<file path="src/rtl/fetch_buffer_if.sv">
// Fetch-buffer bundle: instruction-memory request/response, redirect, and the decode-side valid/ready pair.
// Handshake: an entry moves to decode on a rising clock edge only when id_valid_o && id_ready_i; while id_ready_i is low the head stays put.
interface fetch_buffer_if;
  logic        start_i;
  logic        imem_req_o;
  logic [31:0] imem_addr_o;
  logic [31:0] imem_instr_i;
  logic        redirect_i;
  logic [31:0] redirect_pc_i;
  logic        id_valid_o;
  logic [31:0] id_instr_o;
  logic [31:0] id_pc_o;
  logic        id_ready_i;

  modport master (
    input  start_i, imem_instr_i, redirect_i, redirect_pc_i, id_ready_i,
    output imem_req_o, imem_addr_o, id_valid_o, id_instr_o, id_pc_o
  );

  modport slave (
    output start_i, imem_instr_i, redirect_i, redirect_pc_i, id_ready_i,
    input  imem_req_o, imem_addr_o, id_valid_o, id_instr_o, id_pc_o
  );
endinterface

</file>
<file path="src/rtl/fetch_buffer.sv">
// Instruction fetch queue with credit-based request issue and redirect flush.
// Optional macro FETCH_BUFFER_BYPASS_EN presents a response straight to decode when the queue is empty.
module fetch_buffer #(
  parameter int unsigned DEPTH    = 4,
  parameter logic [31:0] RESET_PC = 32'h0
) (
  input  logic           clk_i,
  input  logic           rst_i,
  fetch_buffer_if.master bus
);
  localparam int PW = $clog2(DEPTH);
  localparam int CW = PW + 1;

  logic [31:0]   fetch_pc;
  logic [31:0]   tag;
  logic          inflight;
  logic [PW-1:0] head;
  logic [PW-1:0] tail;
  logic [CW-1:0] count;
  logic [31:0]   q_instr [DEPTH];
  logic [31:0]   q_pc    [DEPTH];

  logic [CW:0]   used;
  logic [31:0]   redirect_word;
  logic          req;
  logic          resp_live;
  logic          q_valid;
  logic          push;
  logic          pop;
`ifdef FETCH_BUFFER_BYPASS_EN
  logic          bypass;
`endif

  // Credits count both stored entries and the response still on its way, so the queue never overflows.
  always_comb begin
    redirect_word = bus.redirect_pc_i & ~32'h3;
    used          = {1'b0, count} + (CW+1)'(inflight);
    resp_live     = inflight & ~bus.redirect_i;
    q_valid       = (count != '0);
    req           = rst_i & bus.start_i & ~bus.redirect_i & (used < (CW+1)'(DEPTH));
    pop           = q_valid & bus.id_ready_i;
  end

`ifdef FETCH_BUFFER_BYPASS_EN
  always_comb begin
    bypass         = resp_live & ~q_valid;
    push           = resp_live & ~(bypass & bus.id_ready_i);
    bus.id_valid_o = q_valid | bypass;
    bus.id_instr_o = '0;
    bus.id_pc_o    = '0;
    if (q_valid) begin
      bus.id_instr_o = q_instr[head];
      bus.id_pc_o    = q_pc[head];
    end else if (bypass) begin
      bus.id_instr_o = bus.imem_instr_i;
      bus.id_pc_o    = tag;
    end
  end
`else
  always_comb begin
    push           = resp_live;
    bus.id_valid_o = q_valid;
    bus.id_instr_o = '0;
    bus.id_pc_o    = '0;
    if (q_valid) begin
      bus.id_instr_o = q_instr[head];
      bus.id_pc_o    = q_pc[head];
    end
  end
`endif

  always_comb begin
    bus.imem_req_o  = req;
    bus.imem_addr_o = fetch_pc;
  end

  always_ff @(posedge clk_i or negedge rst_i) begin
    if (!rst_i) begin
      fetch_pc <= RESET_PC;
      tag      <= '0;
      inflight <= 1'b0;
      head     <= '0;
      tail     <= '0;
      count    <= '0;
    end else begin
      inflight <= req;
      if (req) tag <= fetch_pc;
      // A redirect still honours the pop handshake of this cycle, then discards everything else.
      if (bus.redirect_i) begin
        fetch_pc <= redirect_word;
        head     <= '0;
        tail     <= '0;
        count    <= '0;
      end else begin
        if (req)  fetch_pc <= fetch_pc + 32'd4;
        if (push) tail     <= tail + PW'(1);
        if (pop)  head     <= head + PW'(1);
        case ({push, pop})
          2'b10:   count <= count + CW'(1);
          2'b01:   count <= count - CW'(1);
          default: count <= count;
        endcase
      end
    end
  end

  always_ff @(posedge clk_i) begin
    if (push) begin
      q_instr[tail] <= bus.imem_instr_i;
      q_pc[tail]    <= tag;
    end
  end

  a_count_bound: assert property (@(posedge clk_i) disable iff (!rst_i) count <= CW'(DEPTH));
  a_credit: assert property (@(posedge clk_i) disable iff (!rst_i) used <= (CW+1)'(DEPTH));

endmodule

</file>
<file path="src/flat_wrapper.sv">
// flat-port wrapper written by rule: the top's interface ports become plain ports
module fetch_buffer_flat 
#(
  parameter int unsigned DEPTH    = 4,
  parameter logic [31:0] RESET_PC = 32'h0
)
  (clk_i, rst_i, bus_start_i, bus_imem_instr_i, bus_redirect_i, bus_redirect_pc_i, bus_id_ready_i, bus_imem_req_o, bus_imem_addr_o, bus_id_valid_o, bus_id_instr_o, bus_id_pc_o);
  fetch_buffer_if bus_i ();
  input  logic clk_i;
  input  logic rst_i;
  input wire logic [$bits(bus_i.start_i)-1:0] bus_start_i;
  input wire logic [$bits(bus_i.imem_instr_i)-1:0] bus_imem_instr_i;
  input wire logic [$bits(bus_i.redirect_i)-1:0] bus_redirect_i;
  input wire logic [$bits(bus_i.redirect_pc_i)-1:0] bus_redirect_pc_i;
  input wire logic [$bits(bus_i.id_ready_i)-1:0] bus_id_ready_i;
  output wire logic [$bits(bus_i.imem_req_o)-1:0] bus_imem_req_o;
  output wire logic [$bits(bus_i.imem_addr_o)-1:0] bus_imem_addr_o;
  output wire logic [$bits(bus_i.id_valid_o)-1:0] bus_id_valid_o;
  output wire logic [$bits(bus_i.id_instr_o)-1:0] bus_id_instr_o;
  output wire logic [$bits(bus_i.id_pc_o)-1:0] bus_id_pc_o;
  assign bus_i.start_i = bus_start_i;
  assign bus_i.imem_instr_i = bus_imem_instr_i;
  assign bus_i.redirect_i = bus_redirect_i;
  assign bus_i.redirect_pc_i = bus_redirect_pc_i;
  assign bus_i.id_ready_i = bus_id_ready_i;
  assign bus_imem_req_o = bus_i.imem_req_o;
  assign bus_imem_addr_o = bus_i.imem_addr_o;
  assign bus_id_valid_o = bus_i.id_valid_o;
  assign bus_id_instr_o = bus_i.id_instr_o;
  assign bus_id_pc_o = bus_i.id_pc_o;
  fetch_buffer #(.DEPTH(DEPTH), .RESET_PC(RESET_PC)) u_core (.clk_i(clk_i), .rst_i(rst_i), .bus(bus_i));
endmodule
</file>
<file path="config.mk">
export PLATFORM = sky130hd
export DESIGN_NAME = fetch_buffer_flat
export DESIGN_NICKNAME = d
export VERILOG_FILES = /design/src/rtl/fetch_buffer_if.sv /design/src/rtl/fetch_buffer.sv /design/src/flat_wrapper.sv
export SDC_FILE = /design/constraint.sdc
export NUM_CORES = 1
export LEC_CHECK = 0
export ABC_CLOCK_PERIOD_IN_PS = 7400
export CAP_MARGIN = 5
export CORE_MARGIN = 2
export CORE_UTILIZATION = 59
export DETAILED_ROUTE_END_ITERATION = 10
export PLACE_DENSITY = 0.85
export SKIP_CTS_REPAIR_TIMING = 1
export SYNTH_ARGS = -nofsm -noshare
export SYNTH_HDL_FRONTEND = slang
export SYNTH_SLANG_ARGS = --single-unit
export TNS_END_PERCENT = 10
</file>
<file path="constraint.sdc">
create_clock -name clk_i -period 7.4 [get_ports clk_i]
set_input_delay 2.22 -clock clk_i [delete_from_list [all_inputs] [get_ports clk_i]]
set_output_delay 2.22 -clock clk_i [all_outputs]
set_load 0.005 [all_outputs]
</file>
==> results of run 1 <==
-- cell type report --
cell class,count,area (um2),area share [%]
Tap cell,275,344,2.20
Multi-Input combinational cell,411,3400,21.7
Clock inverter,20,180,1.15
Clock buffer,37,861,5.51
Timing Repair Buffer,167,1650,10.6
Sequential cell,316,9150,58.6
Inverter,9,33.8,0.216
-- critical path, cell delays in order --
cell,delay (ns)
clkdlybuf4s50_1,0.43
nor2_1,0.11
nand4_1,0.11
inv_1,0.09
clkdlybuf4s50_1,0.50
-- final timing paths --
kind,depth (start not counted),slack (ns),endpoint
max in group asynchronous,2,4.75,u_core.head[0]$_DFFE_PN0P_
max,5,1.73,bus_imem_req_o
min,0,0.51,u_core.q_pc[0][26]$_DFFE_PP_
min reg2reg,0,0.51,u_core.q_pc[0][26]$_DFFE_PP_
min in group asynchronous,2,1.96,u_core.tag[17]$_DFFE_PN0P_
max reg2reg,7,4.70,u_core.bus.imem_addr_o[10]$_DFFE_PN0P_
-- per-layer routing --
| metal | vias up | GRT usage [%] | routed length, um |
|---|---|---|---|
| met3 | 39 | 3.92 | 2250 |
| li1 | 3282 | - | - |
| met1 | 3677 | 33.4 | 10500 |
| met4 | 0 | 5.47 | 388 |
| met2 | 338 | 38.6 | 12700 |
| met5 | - | 0 | 0 |
-- registers in the layout, summed over array words and instances (netlist names) --
name and count:
u_core.head 2, u_core.count 3, u_core.tail 2, u_core.q_instr 128, u_core.bus.imem_addr_o 30, u_core.inflight 1
u_core.q_pc 120, u_core.tag 30
-- cells in the final DEF (no fill, tap or decap), drive strengths merged, types with 4 or more instances in the layout --
cell	n
a21oi	9
a31oi	5
and2	71
and3	7
buf	8
clkbuf	37
clkdlybuf4s50	159
clkinv	13
conb	4
dfrtp	68
edfxtp	248
ha	5
inv	11
mux4	62
nand2	119
nand3	21
nand4	13
nor2	15
nor3	4
o211ai	11
o21ai	13
o311ai	12
or4	5
-- power by group --
| group | leakage [nW] | switching (W) | internal (W) |
|---|---|---|---|
| clock | 0.512 | 0.000636 | 0.000931 |
| sequential | 3.10 | 0.000208 | 0.00210 |
| combinational | 1.87 | 0.000460 | 0.000731 |
| total | 5.47 | 0.00130 | 0.00377 |
-- stage by stage --
step                power (W)  instance area, um2
detailed placement    0.00355               14600
global placement      0.00352               14600
floorplan             0.00288               12800
CTS                   0.00512               15600
global route          0.00530               15600
finish                0.00507               15600
-- cell families (layout without fill, tap and decap cells) --
logic type	Yosys count	after routing	share of synthesized area, %
AOI/OAI and AO/OA	63	63	3.46
DFF	316	316	71.6
other	1	4	0.0294
xor gates and xnor gates	5	5	0.343
adders and majority gates	6	6	0.646
buffers and inverters	54	233	1.97
muxes	65	65	11.2
and+or+nand+nor	268	268	10.8
==> flow_summary.ini, run 1 <==
[status]
status = completed

[placed_design]
port_buffers = 160
gp_congestion = 0.831
place_ws_ns = 1.73
hpwl_um = 14900
place_inst = 1178

[hold_path]
min-delay-start = u_core.tag[26]$_DFFE_PN0P_
hold_class = reg -> reg

[timing]
finalWorstSetupSlack_ns = 1.73
min_period_over_period_pct = 76.6
setup_viol = 0
fin_setup_tns_ns = 0
slew_viol_final = 0
relSlewSlack_pct = 22.4
rsz0062_at_grt = no
fin_crit_ns = 5.67
fin_skew_ns = 0.00945
hold_slack_ns = 0.513
hold_viol = 0
max_freq_mhz = 176
tightest_slew_ns = 1.16

[die]
rows = 53
fp.coreArea_um2 = 21200
dieWidth_um = 151
die_area_um2 = 22800
start_util_pct = 60.4
die_h_um = 151
ios = 167

[clock_network]
cts-htree-levels = 1
clk_path_buf_depth = 3
cts_num_sinks = 316
clock_latency_ns = 0.55
clkSlewWorstSetupHoldPaths_ns = 0.06
numCtsBuffers = 31
cts_root_buf = clkbuf_16
cts_tree = done

[logic_synthesis]
synth_top_area_share_pct = 58.3
synth-seq-cells = 316
synth_most_common_cell = edfxtp_1
ys_seq_area_share_pct = 71.6
yosys.area.top_type = edfxtp_1
netlist_instances = 778
syn_area_per_cell_um2 = 16.4
synthDistinctLibCells = 53
yosys_warnings = 0
async_reset_ff_share_pct = 21.5
synth-main-ff-cell = edfxtp_1
yosys-top-cells-count = edfxtp_1 (248), nand2_1 (119), and2_1 (70), dfrtp_1 (68), mux4_2 (62)
synth_edf_count = 248
synthTopCellsByArea = edfxtp_1 (58%), dfrtp_1 (13%), mux4_2 (11%)
synth.cell_area_um2 = 12800

[power]
vdd_drop_max_mv = 0.200
power_leakage_nw = 5.47
power_density_nw_per_um2 = 325

[cells_and_area]
n_antenna_cell = 0
fillCellCount = 1292
instances_no_fill = 1235
fin_nets = 1011
drive_above_1_share_pct = 14.2
area_growth_pct = 22.3
finish.utilization_pct = 73.8

[grt]
grt_pass1_vias = 7535
grt_antenna_before_repair = 0
grt_pass1_wl_um = 40700
grt_usage_pct = 23.4
grt-ovfl-total = 0
grt_max_degree = 69

[run]
cap_violations = 0

[routing]
remaining_drc_errors = 0
drtPass1Iterations = 4
post_drt_via_cell_ratio = 5.94
wirelength_um = 25900
drt_iter0_markers = 597
vias = 7336
drtAntennaViolNets = 0
routedWlPerCell_um = 20.9

[critical_path]
crit_fanout = 2
crit_type = in -> out
start_kind = input port
arrival_ns = 3.45
crit-reg2reg-launch = u_core.inflight$_DFF_PN0_
end_kind = output pin
cp-startpoint = bus_redirect_i
required_ns = 5.18
Note: power is estimated with default switching activity, not from simulation.
==> run 2, diff against run 1 <==
--- a/config.mk
+++ b/config.mk
@@ -5,12 +5,12 @@
 export SDC_FILE = /design/constraint.sdc
 export NUM_CORES = 1
 export LEC_CHECK = 0
-export ABC_CLOCK_PERIOD_IN_PS = 7400
+export ABC_CLOCK_PERIOD_IN_PS = 5600
 export CAP_MARGIN = 5
 export CORE_MARGIN = 2
-export CORE_UTILIZATION = 59
+export CORE_UTILIZATION = 55
 export DETAILED_ROUTE_END_ITERATION = 10
-export PLACE_DENSITY = 0.85
+export PLACE_DENSITY = 0.8
 export SKIP_CTS_REPAIR_TIMING = 1
 export SYNTH_ARGS = -nofsm -noshare
 export SYNTH_HDL_FRONTEND = slang
==> constraint.sdc (replaced) <==
create_clock -name clk_i -period 5.6 [get_ports clk_i]
set_input_delay 1.68 -clock clk_i [delete_from_list [all_inputs] [get_ports clk_i]]
set_output_delay 1.68 -clock clk_i [all_outputs]
set_load 0.005 [all_outputs]
==> run 2 against run 1 <==
  * Register-to-register slack worse by 1.7 ns
  * Count of clock-buffer cells in the layout grew 4
  * Power grew 30%
  * Cell count up 0.81%
  * Largest cell class unchanged
==> flow_summary.ini, run 2 (synthesis results as in run 1) <==
[critical_path]
cp-startpoint = u_core.head[0]$_DFFE_PN0P_
reg2reg_depth = 7
required_ns = 3.92
end_kind = output pin
cp_num_buf_inv = 2
critical_path.max_stage_delay_ns = 0.91
start_kind = register
crit_fanout = 35
r2r_slack_ns = 3.01
endpoint = bus_id_instr_o[14]
cp_top_family = flip-flops
r2r-end = u_core.bus.imem_addr_o[9]$_DFFE_PN0P_
slowest_stage = dfrtp_4
cp_cell_sequence = buf_4 -> mux4_2 -> and2_1 -> clkdlybuf4s50_1
crit_type = reg -> out
worst-path-stages = 4
arrival_ns = 2.97
crit-reg2reg-launch = u_core.inflight$_DFF_PN0_

[cells_and_area]
top_register = u_core.q_instr
n_antenna_cell = 0
area_growth_pct = 21.9
area.sequential_um2 = 9150
layout_commonest_cell = edfxtp_1
fin_area_um2 = 15600
final_cell_mix = edfxtp_1 (248), clkdlybuf4s50_1 (159), nand2_1 (119)
multi_input_area_um2 = 3400
largest_register_ffs = 128
instances_no_fill = 1245
drive_above_1_share_pct = 13.8
top_regs = u_core.q_instr x128, u_core.q_pc x120
fin_nets = 1011
fillCellCount = 1481

[clock_network]
numCtsBuffers = 30
clock_latency_ns = 0.54
cts_num_sinks = 316
cts_root_buf = clkbuf_16
cts-htree-levels = 1
clkSlewWorstSetupHoldPaths_ns = 0.07
clk_path_buf_depth = 3
cts_tree = done

[routing]
wirelength_um = 25500
drt_iter0_markers = 515
routedWlPerCell_um = 20.5
drtPass1Iterations = 5
drtAntennaViolNets = 0
vias = 7302
remaining_drc_errors = 0
post_drt_via_cell_ratio = 5.87

[placed_design]
place_inst = 1189
gp_congestion = 0.834
port_buffers = 160
post_dp_cell_area_um2 = 14600
hpwl_um = 14700

[timing]
relSlewSlack_pct = 31.7
slew_viol_final = 0
setup_viol = 0
rsz0062_at_grt = no
fin_crit_ns = 4.65
hold_viol = 0
tightest_slew_ns = 1.02
min_period_over_period_pct = 83.0
fin_skew_ns = 0.0121
fin_setup_tns_ns = 0
max_freq_mhz = 215
hold_slack_ns = 0.516

[run]
cap_violations = 0

[power]
p_clk_share_pct = 29.5
power_density_nw_per_um2 = 423
p_seq_share_pct = 46.2
power_frac_comb_pct = 24.3
total_power_w = 0.00658
swShare_pct = 25.8
power_leakage_nw = 5.45
vdd_drop_max_mv = 0.267
netSwitchingPower_w = 0.00170
internal_power_w = 0.00488

[grt]
grt_max_degree = 65
grt_pass1_wl_um = 40500
grt-ovfl-total = 0
grt_antenna_before_repair = 0
grt_usage_pct = 21.4
grt_pass1_vias = 7496

[hold_path]
hold_class = reg -> reg
holdPathStages = 0

[die]
fp.coreArea_um2 = 22700
dieWidth_um = 156
die_h_um = 156
start_util_pct = 56.2
die_area_um2 = 24500
rows = 55
ios = 167

[status]
status = completed
==> run 2: changes by cell type in the layout (fill, tap and decap cells not counted), sizes merged <==
cell	change
clkinv	-1
inv	-1
bufinv	-1
buf	+1
clkinvlp	-2
clkbuf	+4
==> run 2: power groups by stage <==
stage	clock [W]	sequential, W	combinational [W]
2_1_floorplan	0	0.00294	0.000864
3_3_place_gp	0	0.00307	0.00161
3_5_place_dp	0	0.00309	0.00163
4_1_cts	0.00198	0.00304	0.00164
5_1_grt	0.00207	0.00308	0.00175
6_report	0.00194	0.00304	0.00160
==> run 2: layer usage <==
layer	part of all wire, %	up-vias	global-route usage, %
li1	-	3284	-
met1	42	3658	30.2
met2	49	332	35.6
met3	7.7	28	4.02
met4	1.2	0	4.50
met5	0	-	0
==> run 2: worst min path at each step <==
stage	end	slack [ns]	from
floorplan	u_core.q_pc[0][10]$_DFFE_PP_	0.48	u_core.tag[10]$_DFFE_PN0P_
global placement	u_core.q_pc[1][22]$_DFFE_PP_	0.49	u_core.tag[22]$_DFFE_PN0P_
detailed placement	u_core.q_pc[0][22]$_DFFE_PP_	0.50	u_core.tag[22]$_DFFE_PN0P_
CTS	u_core.q_pc[2][5]$_DFFE_PP_	0.52	u_core.tag[5]$_DFFE_PN0P_
global route	u_core.q_pc[2][30]$_DFFE_PP_	0.55	u_core.tag[30]$_DFFE_PN0P_
finish	u_core.q_pc[1][22]$_DFFE_PP_	0.52	u_core.tag[22]$_DFFE_PN0P_
==> run 2: layout make-up <==
| type | count | area share (%) |
|---|---|---|
| Sequential cell | 316 | 58.8 |
| Clock buffer | 41 | 5.29 |
| Multi-Input combinational cell | 411 | 21.8 |
| Timing Repair Buffer | 168 | 10.8 |
| Tap cell | 285 | 2.29 |
| Clock inverter | 15 | 0.820 |
| Inverter | 9 | 0.217 |
==> run 2: stage by stage <==
step / setup WS (ns) / util (%)
finish: 0.950 / 68.6
CTS: 0.861 / 68.6
global placement: 0.993 / 64.4
floorplan: 1.39 / -
detailed placement: 1.01 / 64.4
global route: 0.764 / 68.6
